<file path="config.mk">
export PLATFORM = sky130hd
export DESIGN_NAME = fetch_issue_ctrl
export DESIGN_NICKNAME = d
export VERILOG_FILES = /design/src/rtl/fetch_issue_ctrl.sv
export SDC_FILE = /design/constraint.sdc
export NUM_CORES = 1
export LEC_CHECK = 0
export CAP_MARGIN = 20
export CELL_PAD_IN_SITES_DETAIL_PLACEMENT = 1
export CELL_PAD_IN_SITES_GLOBAL_PLACEMENT = 1
export CORE_MARGIN = 10
export CORE_UTILIZATION = 44
export CTS_CLUSTER_SIZE = 20
export DETAILED_ROUTE_END_ITERATION = 10
export GPL_TIMING_DRIVEN = 0
export PLACE_DENSITY = 0.85
export SLEW_MARGIN = 20
export SYNTH_ARGS = -nofsm -noshare
export SYNTH_HDL_FRONTEND = slang
export SYNTH_SLANG_ARGS = --single-unit
</file>
<file path="constraint.sdc">
create_clock -name clk -period 4.8 [get_ports clk]
set_input_delay 0.72 -clock clk [delete_from_list [all_inputs] [get_ports clk]]
set_output_delay 0.72 -clock clk [all_outputs]
set_load 0.1 [all_outputs]
</file>
<file path="src/rtl/fetch_issue_ctrl.sv">
// Fetch-to-issue controller: one-entry hold register, registered issue slot,
// register scoreboard with hazard stall, HALT freeze and flush.
module fetch_issue_ctrl (
  input  logic        clk,
  input  logic        reset_n,
  input  logic        f_valid,
  output logic        f_ready,
  input  logic [4:0]  f_opcode,
  input  logic [3:0]  f_s1,
  input  logic [3:0]  f_s2,
  input  logic [3:0]  f_dest,
  input  logic [31:0] f_ime,
  output logic        iss_valid,
  input  logic        iss_ready,
  output logic [4:0]  iss_opcode,
  output logic [3:0]  iss_s1,
  output logic [3:0]  iss_s2,
  output logic [3:0]  iss_dest,
  output logic [31:0] iss_ime,
  input  logic        wb_valid,
  input  logic [3:0]  wb_dest,
  input  logic        flush,
  output logic [15:0] pending,
  output logic        halted,
  output logic [7:0]  stall_cnt
);

  localparam logic [4:0] OpNop   = 5'b00000;
  localparam logic [4:0] OpHalt  = 5'b11111;
  localparam logic [4:0] OpStore = 5'b01111;

  typedef enum logic [0:0] {StRun, StHalt} state_e;

  state_e      state_q, state_d;
  logic        hold_v_q, hold_v_d;
  logic [4:0]  hold_opcode_q, hold_opcode_d;
  logic [3:0]  hold_s1_q, hold_s1_d, hold_s2_q, hold_s2_d, hold_dest_q, hold_dest_d;
  logic [31:0] hold_ime_q, hold_ime_d;
  logic        iss_valid_q, iss_valid_d;
  logic [4:0]  iss_opcode_q, iss_opcode_d;
  logic [3:0]  iss_s1_q, iss_s1_d, iss_s2_q, iss_s2_d, iss_dest_q, iss_dest_d;
  logic [31:0] iss_ime_q, iss_ime_d;
  logic [15:0] pending_q, pending_d;
  logic [7:0]  stall_cnt_q, stall_cnt_d;

  logic rd_s1, rd_s2, wr_dest, hazard, transfer, accept, running;

  // Operand usage of the instruction sitting in the hold register
  always_comb begin
    rd_s1   = 1'b0;
    rd_s2   = 1'b0;
    wr_dest = 1'b0;
    if (hold_opcode_q == OpNop || hold_opcode_q == OpHalt) begin
      rd_s1 = 1'b0;
    end else if (hold_opcode_q == OpStore) begin
      rd_s1 = 1'b1;
      rd_s2 = 1'b1;
    end else if (hold_opcode_q[4]) begin
      rd_s1   = 1'b1;
      wr_dest = 1'b1;
    end else begin
      rd_s1   = 1'b1;
      rd_s2   = 1'b1;
      wr_dest = 1'b1;
    end
  end

  // pending_q[0] is held at zero, so r0 can never raise a hazard
  assign hazard = hold_v_q && ((rd_s1 && pending_q[hold_s1_q]) ||
                               (rd_s2 && pending_q[hold_s2_q]) ||
                               (wr_dest && pending_q[hold_dest_q]));
  assign running  = (state_q == StRun);
  // flush overrides any transfer in the same cycle
  assign transfer = hold_v_q && !hazard && (!iss_valid_q || iss_ready) && running && !flush;
  assign f_ready  = running && !flush && (!hold_v_q || transfer);
  assign accept   = f_valid && f_ready;

  always_comb begin
    state_d       = state_q;
    hold_v_d      = hold_v_q;
    hold_opcode_d = hold_opcode_q;
    hold_s1_d     = hold_s1_q;
    hold_s2_d     = hold_s2_q;
    hold_dest_d   = hold_dest_q;
    hold_ime_d    = hold_ime_q;
    iss_valid_d   = iss_valid_q;
    iss_opcode_d  = iss_opcode_q;
    iss_s1_d      = iss_s1_q;
    iss_s2_d      = iss_s2_q;
    iss_dest_d    = iss_dest_q;
    iss_ime_d     = iss_ime_q;
    pending_d     = pending_q;
    stall_cnt_d   = stall_cnt_q;

    if (flush) begin
      hold_v_d = 1'b0;
    end else if (accept) begin
      hold_v_d      = 1'b1;
      hold_opcode_d = f_opcode;
      hold_s1_d     = f_s1;
      hold_s2_d     = f_s2;
      hold_dest_d   = f_dest;
      hold_ime_d    = f_ime;
    end else if (transfer) begin
      hold_v_d = 1'b0;
    end

    if (flush) begin
      iss_valid_d = 1'b0;
    end else if (transfer) begin
      iss_valid_d  = 1'b1;
      iss_opcode_d = hold_opcode_q;
      iss_s1_d     = hold_s1_q;
      iss_s2_d     = hold_s2_q;
      iss_dest_d   = hold_dest_q;
      iss_ime_d    = hold_ime_q;
    end else if (iss_ready) begin
      iss_valid_d = 1'b0;
    end

    // Clear first so a same-cycle set of the same register wins
    if (wb_valid) pending_d[wb_dest] = 1'b0;
    if (transfer && wr_dest) pending_d[hold_dest_q] = 1'b1;
    pending_d[0] = 1'b0;

    if (hold_v_q && hazard && running && !flush && stall_cnt_q != 8'hFF) begin
      stall_cnt_d = stall_cnt_q + 8'd1;
    end

    if (transfer && hold_opcode_q == OpHalt) state_d = StHalt;
  end

  always_ff @(posedge clk or negedge reset_n) begin
    if (!reset_n) begin
      state_q       <= StRun;
      hold_v_q      <= 1'b0;
      hold_opcode_q <= '0;
      hold_s1_q     <= '0;
      hold_s2_q     <= '0;
      hold_dest_q   <= '0;
      hold_ime_q    <= '0;
      iss_valid_q   <= 1'b0;
      iss_opcode_q  <= '0;
      iss_s1_q      <= '0;
      iss_s2_q      <= '0;
      iss_dest_q    <= '0;
      iss_ime_q     <= '0;
      pending_q     <= '0;
      stall_cnt_q   <= '0;
    end else begin
      state_q       <= state_d;
      hold_v_q      <= hold_v_d;
      hold_opcode_q <= hold_opcode_d;
      hold_s1_q     <= hold_s1_d;
      hold_s2_q     <= hold_s2_d;
      hold_dest_q   <= hold_dest_d;
      hold_ime_q    <= hold_ime_d;
      iss_valid_q   <= iss_valid_d;
      iss_opcode_q  <= iss_opcode_d;
      iss_s1_q      <= iss_s1_d;
      iss_s2_q      <= iss_s2_d;
      iss_dest_q    <= iss_dest_d;
      iss_ime_q     <= iss_ime_d;
      pending_q     <= pending_d;
      stall_cnt_q   <= stall_cnt_d;
    end
  end

  assign iss_valid  = iss_valid_q;
  assign iss_opcode = iss_opcode_q;
  assign iss_s1     = iss_s1_q;
  assign iss_s2     = iss_s2_q;
  assign iss_dest   = iss_dest_q;
  assign iss_ime    = iss_ime_q;
  assign pending    = pending_q;
  assign halted     = (state_q == StHalt);
  assign stall_cnt  = stall_cnt_q;

endmodule

</file>
==> impl_metrics.json, run 1 <==
{
  "status": "complete, no violations",
  "layout_min_cycle_time_ps": 4495,
  "area_delta_synth_final_pct": 31.38,
  "htree_levels": 4,
  "slew_viol_final": 0,
  "cts_hold_buffers": 0,
  "syn_avg_cell_area_um2": 10.98,
  "ys_async_sr_fraction_pct": 100.0,
  "ys.flop_type": "dfrtp_1",
  "initial_core_util_pct": 44.71,
  "start_kind": "register",
  "crit_chain": "nor4_2, a21o_4, a41oi_4, nor4b_4, nand2_1, buf_2, a21oi_1, dlygate4sd2_1",
  "fin_ws_ps": 305.1,
  "n_fill_cell": 1694,
  "fmax_mhz": 222.5,
  "synth.cell_area_um2": 7051,
  "track_usage_pct": 22.12,
  "synth_nets": 702,
  "dr_total_vias": 6229,
  "fin_area_um2": 9263,
  "post-route-util_pct": 58.74,
  "drc": 0,
  "synthDistinctLibCells": 53,
  "row_count": 46,
  "cp_max_fo": 10,
  "first_iter_violations": 341,
  "dpl.hpwl_um": 17050,
  "worst_slew_pin_slew_ps": 1030,
  "cp_num_cells": 8,
  "clk_latency_ps": 430,
  "cts_buffers": 17,
  "fin_skew_ps": 8.398,
  "relSlewSlack_pct": 31.05,
  "antenna_found_initial": 1,
  "ys_ff_latch": 124,
  "synth_top_area_share_pct": 44.01,
  "r2r_cells": 9,
  "hp-class": "in2async",
  "nNetsFinal": 854,
  "die_y_um": 146.6,
  "ios": 135,
  "worst_path_max_delay_cell": "dlygate4sd2_1",
  "diodes": 0,
  "grt_max_degree": 67,
  "setup_tns_ps": 0,
  "cts_tree": "built",
  "die-width_um": 146.6,
  "setup_violations": 0,
  "path_buf_inv": 2,
  "clock_path_buffers": 2,
  "max-cap-violations": 0,
  "finalWeightedCongestion": 0.8303,
  "viasPerCell": 6.089,
  "overflow": 0,
  "place_area_um2": 8671,
  "routedWlPerCell_um": 23.30,
  "multi_input_area_um2": 3560,
  "worstSetupPathType": "reg2out",
  "synth_common_cells": "dfrtp_1, o211ai_1, a21oi_1, nand3_1, a21boi_0",
  "synth_seq_area_share_pct": 44.01,
  "yosysWarningCount": 0,
  "required_ps": 4080,
  "slowest_delay_ps": 890,
  "drive_gt1_share_pct": 17.10,
  "clock_sinks": 124,
  "syn_inst": 642,
  "first_pass_iters": 5,
  "grt_pass1_vias": 6919,
  "yosysTopAreaCell": "dfrtp_1",
  "timing.final.crit_share_pct": 93.64,
  "synth_edf_count": 0,
  "grt_first_pass_wirelength_um": 38770,
  "yosysMostFrequentCell": "dfrtp_1",
  "synth_area_leaders": "dfrtp_1, o211ai_1, mux2_4, a21boi_0, a21oi_1",
  "cp.arrival_ps": 3770,
  "end_kind": "output pin",
  "ant_nets": 0,
  "drt_wl_total_um": 23840,
  "dieArea_um2": 21490,
  "finalHoldViolCount": 0,
  "place_ws_ps": 450.0,
  "grt_setup_unrepaired": "no",
  "ff_latch_area_um2": 3103,
  "portBuffers": 132,
  "coreArea_um2": 15770,
  "clk_root_buffer_cell": "clkbuf_16",
  "cp_top_family": "simple AND/OR/NAND/NOR gates",
  "path_clk_slew_ps": 60
}
-- what timing repair did --
action | 4_1_cts | 5_1_grt
setup buffers | 0 | 0
endpoints found under the setup margin | 1 | 0
resized for setup | 1 | 0
-- flip-flops by register name, indices dropped and copies added, names as in the netlist, 4 cells and up --
signal and count:
hold_s2_q 4, pending 15, hold_s1_q 4, iss_s2 4
hold_dest_q 4, hold_opcode_q 5, iss_ime 32, stall_cnt 8
iss_opcode 5, hold_ime_q 32, iss_dest 4, iss_s1 4
-- per-stage QoR --
stage / hold WS, ps / cells
after floorplan: 424.4 / 642
after global placement: 476.3 / 990
after detailed placement: 482.4 / 991
after CTS: 289.4 / 1023
after global routing: 321.3 / 1023
final: 274.9 / 1023
-- per-layer routing --
layer  share of wire (%)  wire length, µm  global-route usage, %
met5                   0                0                      0
met4                 1.8              427                  7.007
met3                 6.3             1507                  6.582
met2                  51            12190                  38.25
met1                  41             9716                  25.64
-- final timing paths --
check                      slack (ps)                          to                          from
max                               310                     f_ready  hold_opcode_q[3]$_DFFE_PN0P_
min                               270       iss_s1[1]$_DFFE_PN0P_                       reset_n
max reg2reg                      1820  hold_dest_q[0]$_DFFE_PN0P_    hold_dest_q[2]$_DFFE_PN0P_
min reg2reg                       490    stall_cnt[5]$_DFFE_PN0P_      stall_cnt[5]$_DFFE_PN0P_
max in group asynchronous        3790     iss_ime[11]$_DFFE_PN0P_                       reset_n
min in group clk                  490    stall_cnt[5]$_DFFE_PN0P_      stall_cnt[5]$_DFFE_PN0P_
-- kinds of logic (layout without fill, tap and decap cells) --
family | after synthesis | after routing | synth area share, %
compound gates | 254 | 254 | 26.62
flops | 124 | 124 | 44.01
simple gates | 115 | 115 | 9.778
mux | 70 | 70 | 12.99
buf+inv | 70 | 235 | 5.501
xor+xnor | 7 | 7 | 0.8696
fa+ha+maj | 1 | 1 | 0.1774
other cells | 1 | 1 | 0.05319
-- cell type report --
class | instances | area share [%]
plain buffers | 68 | 4.106
clock buffers | 20 | 4.822
clock inverters | 12 | 1.580
inverters | 2 | 0.08105
repair buffers | 133 | 14.56
multi-input cells | 448 | 38.43
well taps | 216 | 2.918
flip-flops and latches | 124 | 33.50
-- cells in the final DEF, fill, tap and decap left out, types with 5 or more instances in the layout --
cell type	synthesis	layout
nand2b_1	11	11
buf_2	11	11
mux2i_1	9	9
buf_1	5	5
buf_12	5	5
clkdlybuf4s50_1	0	130
clkbuf_16	0	17
clkinv_2	0	5
mux2_2	22	22
a21boi_0	48	48
nand3_1	56	56
nand2_1	11	11
a21oi_1	62	62
xor2_1	7	7
clkbuf_1	42	44
dfrtp_1	124	124
o211ai_1	99	99
mux2_4	34	34
o21ai_0	17	17
o41ai_2	15	15
Power of run 1 is left out: the tool's default activity adds up to more than one toggle a clock period on the data nets, which glitch-free logic cannot reach.
==> run 2, diff against run 1 <==
--- a/config.mk
+++ b/config.mk
@@ -5,6 +5,7 @@
 export SDC_FILE = /design/constraint.sdc
 export NUM_CORES = 1
 export LEC_CHECK = 0
+export ABC_CLOCK_PERIOD_IN_PS = 4800
 export CAP_MARGIN = 20
 export CELL_PAD_IN_SITES_DETAIL_PLACEMENT = 1
 export CELL_PAD_IN_SITES_GLOBAL_PLACEMENT = 1
@@ -18,3 +19,4 @@
 export SYNTH_ARGS = -nofsm -noshare
 export SYNTH_HDL_FRONTEND = slang
 export SYNTH_SLANG_ARGS = --single-unit
+export TNS_END_PERCENT = 1
==> results of run 2 <==
The final DEF is identical to that of run 1; final timing and power are the same.
Power of run 2 is left out for the same reason.
==> run 3, diff against run 2 <==
--- a/config.mk
+++ b/config.mk
@@ -9,12 +9,12 @@
 export CAP_MARGIN = 20
 export CELL_PAD_IN_SITES_DETAIL_PLACEMENT = 1
 export CELL_PAD_IN_SITES_GLOBAL_PLACEMENT = 1
-export CORE_MARGIN = 10
-export CORE_UTILIZATION = 44
+export CORE_MARGIN = 2
+export CORE_UTILIZATION = 40
 export CTS_CLUSTER_SIZE = 20
 export DETAILED_ROUTE_END_ITERATION = 10
 export GPL_TIMING_DRIVEN = 0
-export PLACE_DENSITY = 0.85
+export PLACE_DENSITY = 0.79
 export SLEW_MARGIN = 20
 export SYNTH_ARGS = -nofsm -noshare
 export SYNTH_HDL_FRONTEND = slang
==> impl_metrics.json, run 3 (synthesis gave the netlist of run 1 again) <==
{
  "status": "complete, no violations",
  "max-cap-violations": 0,
  "die-width_um": 136.8,
  "drt_wl_total_um": 23360,
  "overflow": 0,
  "cts_hold_buffers": 0,
  "die_y_um": 136.8,
  "finalHoldViolCount": 0,
  "placed_cells": 1000,
  "area_delta_synth_final_pct": 32.03,
  "portBuffers": 132,
  "dieArea_um2": 18700,
  "ff_latch_area_um2": 3103,
  "diodes": 0,
  "dpl.hpwl_um": 16470,
  "drc": 0,
  "first_iter_violations": 452,
  "clk_root_buffer_cell": "clkbuf_16",
  "ff2ff_setup_slack_ps": 1600,
  "routedWlPerCell_um": 22.66,
  "nNetsFinal": 854,
  "worst_hold_slack_ps": 261.6,
  "row_count": 48,
  "htree_levels": 4,
  "finalWeightedCongestion": 0.8785,
  "setup_tns_ps": 0,
  "start_kind": "register",
  "track_usage_pct": 26.00,
  "rr_startpoint": "hold_dest_q[2]$_DFFE_PN0P_",
  "cp.arrival_ps": 3970,
  "timing.rr.end": "hold_ime_q[22]$_DFFE_PN0P_",
  "path_clk_slew_ps": 50,
  "first_pass_iters": 5,
  "initial_core_util_pct": 40.90,
  "n_fill_cell": 1839,
  "cts_tree": "built",
  "grt_max_degree": 69,
  "timing.final.crit_share_pct": 97.70,
  "coreArea_um2": 17240,
  "cts_buffers": 17,
  "fin_area_um2": 9309,
  "grt_setup_unrepaired": "no",
  "end_kind": "output pin",
  "final_common_cell": "clkdlybuf4s50_1",
  "grt_pass1_vias": 6602,
  "cp_max_fo": 10,
  "clk_latency_ps": 430,
  "antenna_found_initial": 1,
  "layout_min_cycle_time_ps": 4689,
  "relSlewSlack_pct": 32.88,
  "dr_total_vias": 6176,
  "stdcell_count": 1031,
  "fmax_mhz": 213.2,
  "worst_slew_pin_slew_ps": 1004,
  "clock_sinks": 124,
  "clock_path_buffers": 2,
  "multi_input_area_um2": 3560,
  "ios": 135,
  "worstSetupPathType": "reg2out",
  "fin_skew_ps": 11.58,
  "hp-class": "in2async",
  "ant_nets": 0,
  "viasPerCell": 5.990,
  "grt_first_pass_wirelength_um": 37160,
  "place_area_um2": 8682,
  "setup_violations": 0,
  "final_cell_mix": "clkdlybuf4s50_1, dfrtp_1, o211ai_1",
  "slew_viol_final": 0,
  "r2r_cells": 9,
  "drive_gt1_share_pct": 17.12,
  "required_ps": 4080
}
[run 3: stage by stage]
stage	utilization, %	worst slack (ps)
global placement	50.20	-1930
CTS	54.01	194.9
finish	54.01	110.5
detailed placement	50.37	358.9
global route	54.01	5.795
floorplan	-	265.3
[run 3: per-layer routing]
metal | track usage, % | wire length [µm] | part of all wire, % | up-vias
li1 | - | - | - | 2768
met1 | 33.61 | 10090 | 43 | 3180
met2 | 43.14 | 11570 | 50 | 199
met3 | 6.296 | 1368 | 5.9 | 27
met4 | 7.870 | 323 | 1.4 | 2
met5 | 0 | 7 | 0.030 | -
[run 3: layout make-up]
class / instances / area share (%)
well taps: 225 / 3.024
clock buffers: 18 / 4.610
multi-input cells: 448 / 38.24
clock inverters: 13 / 2.137
repair buffers: 133 / 14.49
plain buffers: 68 / 4.086
inverters: 2 / 0.08065
flip-flops and latches: 124 / 33.33
[run 3: what timing repair did]
| item | in CTS | in global routing |
|---|---|---|
| gates resized for setup | 1 | 0 |
| buffers inserted | 0 | 0 |
| setup endpoints to repair | 1 | 0 |
[run 3: how the worst max path moves through the flow]
stage	from	end	slack (ps)	cells after the start
final	hold_opcode_q[3]$_DFFE_PN0P_	f_ready	110	9
after global routing	hold_dest_q[2]$_DFFE_PN0P_	f_ready	6	9
after CTS	hold_opcode_q[3]$_DFFE_PN0P_	f_ready	190	9
after detailed placement	hold_opcode_q[3]$_DFFE_PN0P_	f_ready	360	9
after global placement	reset_n	iss_ime[15]$_DFFE_PN0P_	-1930	1
after floorplan	pending[9]$_DFF_PN0_	f_ready	270	7
[run 3: critical path, stage by stage (launching register included)]
cell	delay [ps]
dfrtp_1	430
nor4_2	610
a21o_4	310
or4_1	170
and3_1	240
buf_6	180
nand2_1	200
buf_2	270
a21oi_1	260
dlygate4sd2_1	890
Power of run 3 is left out for the same reason.
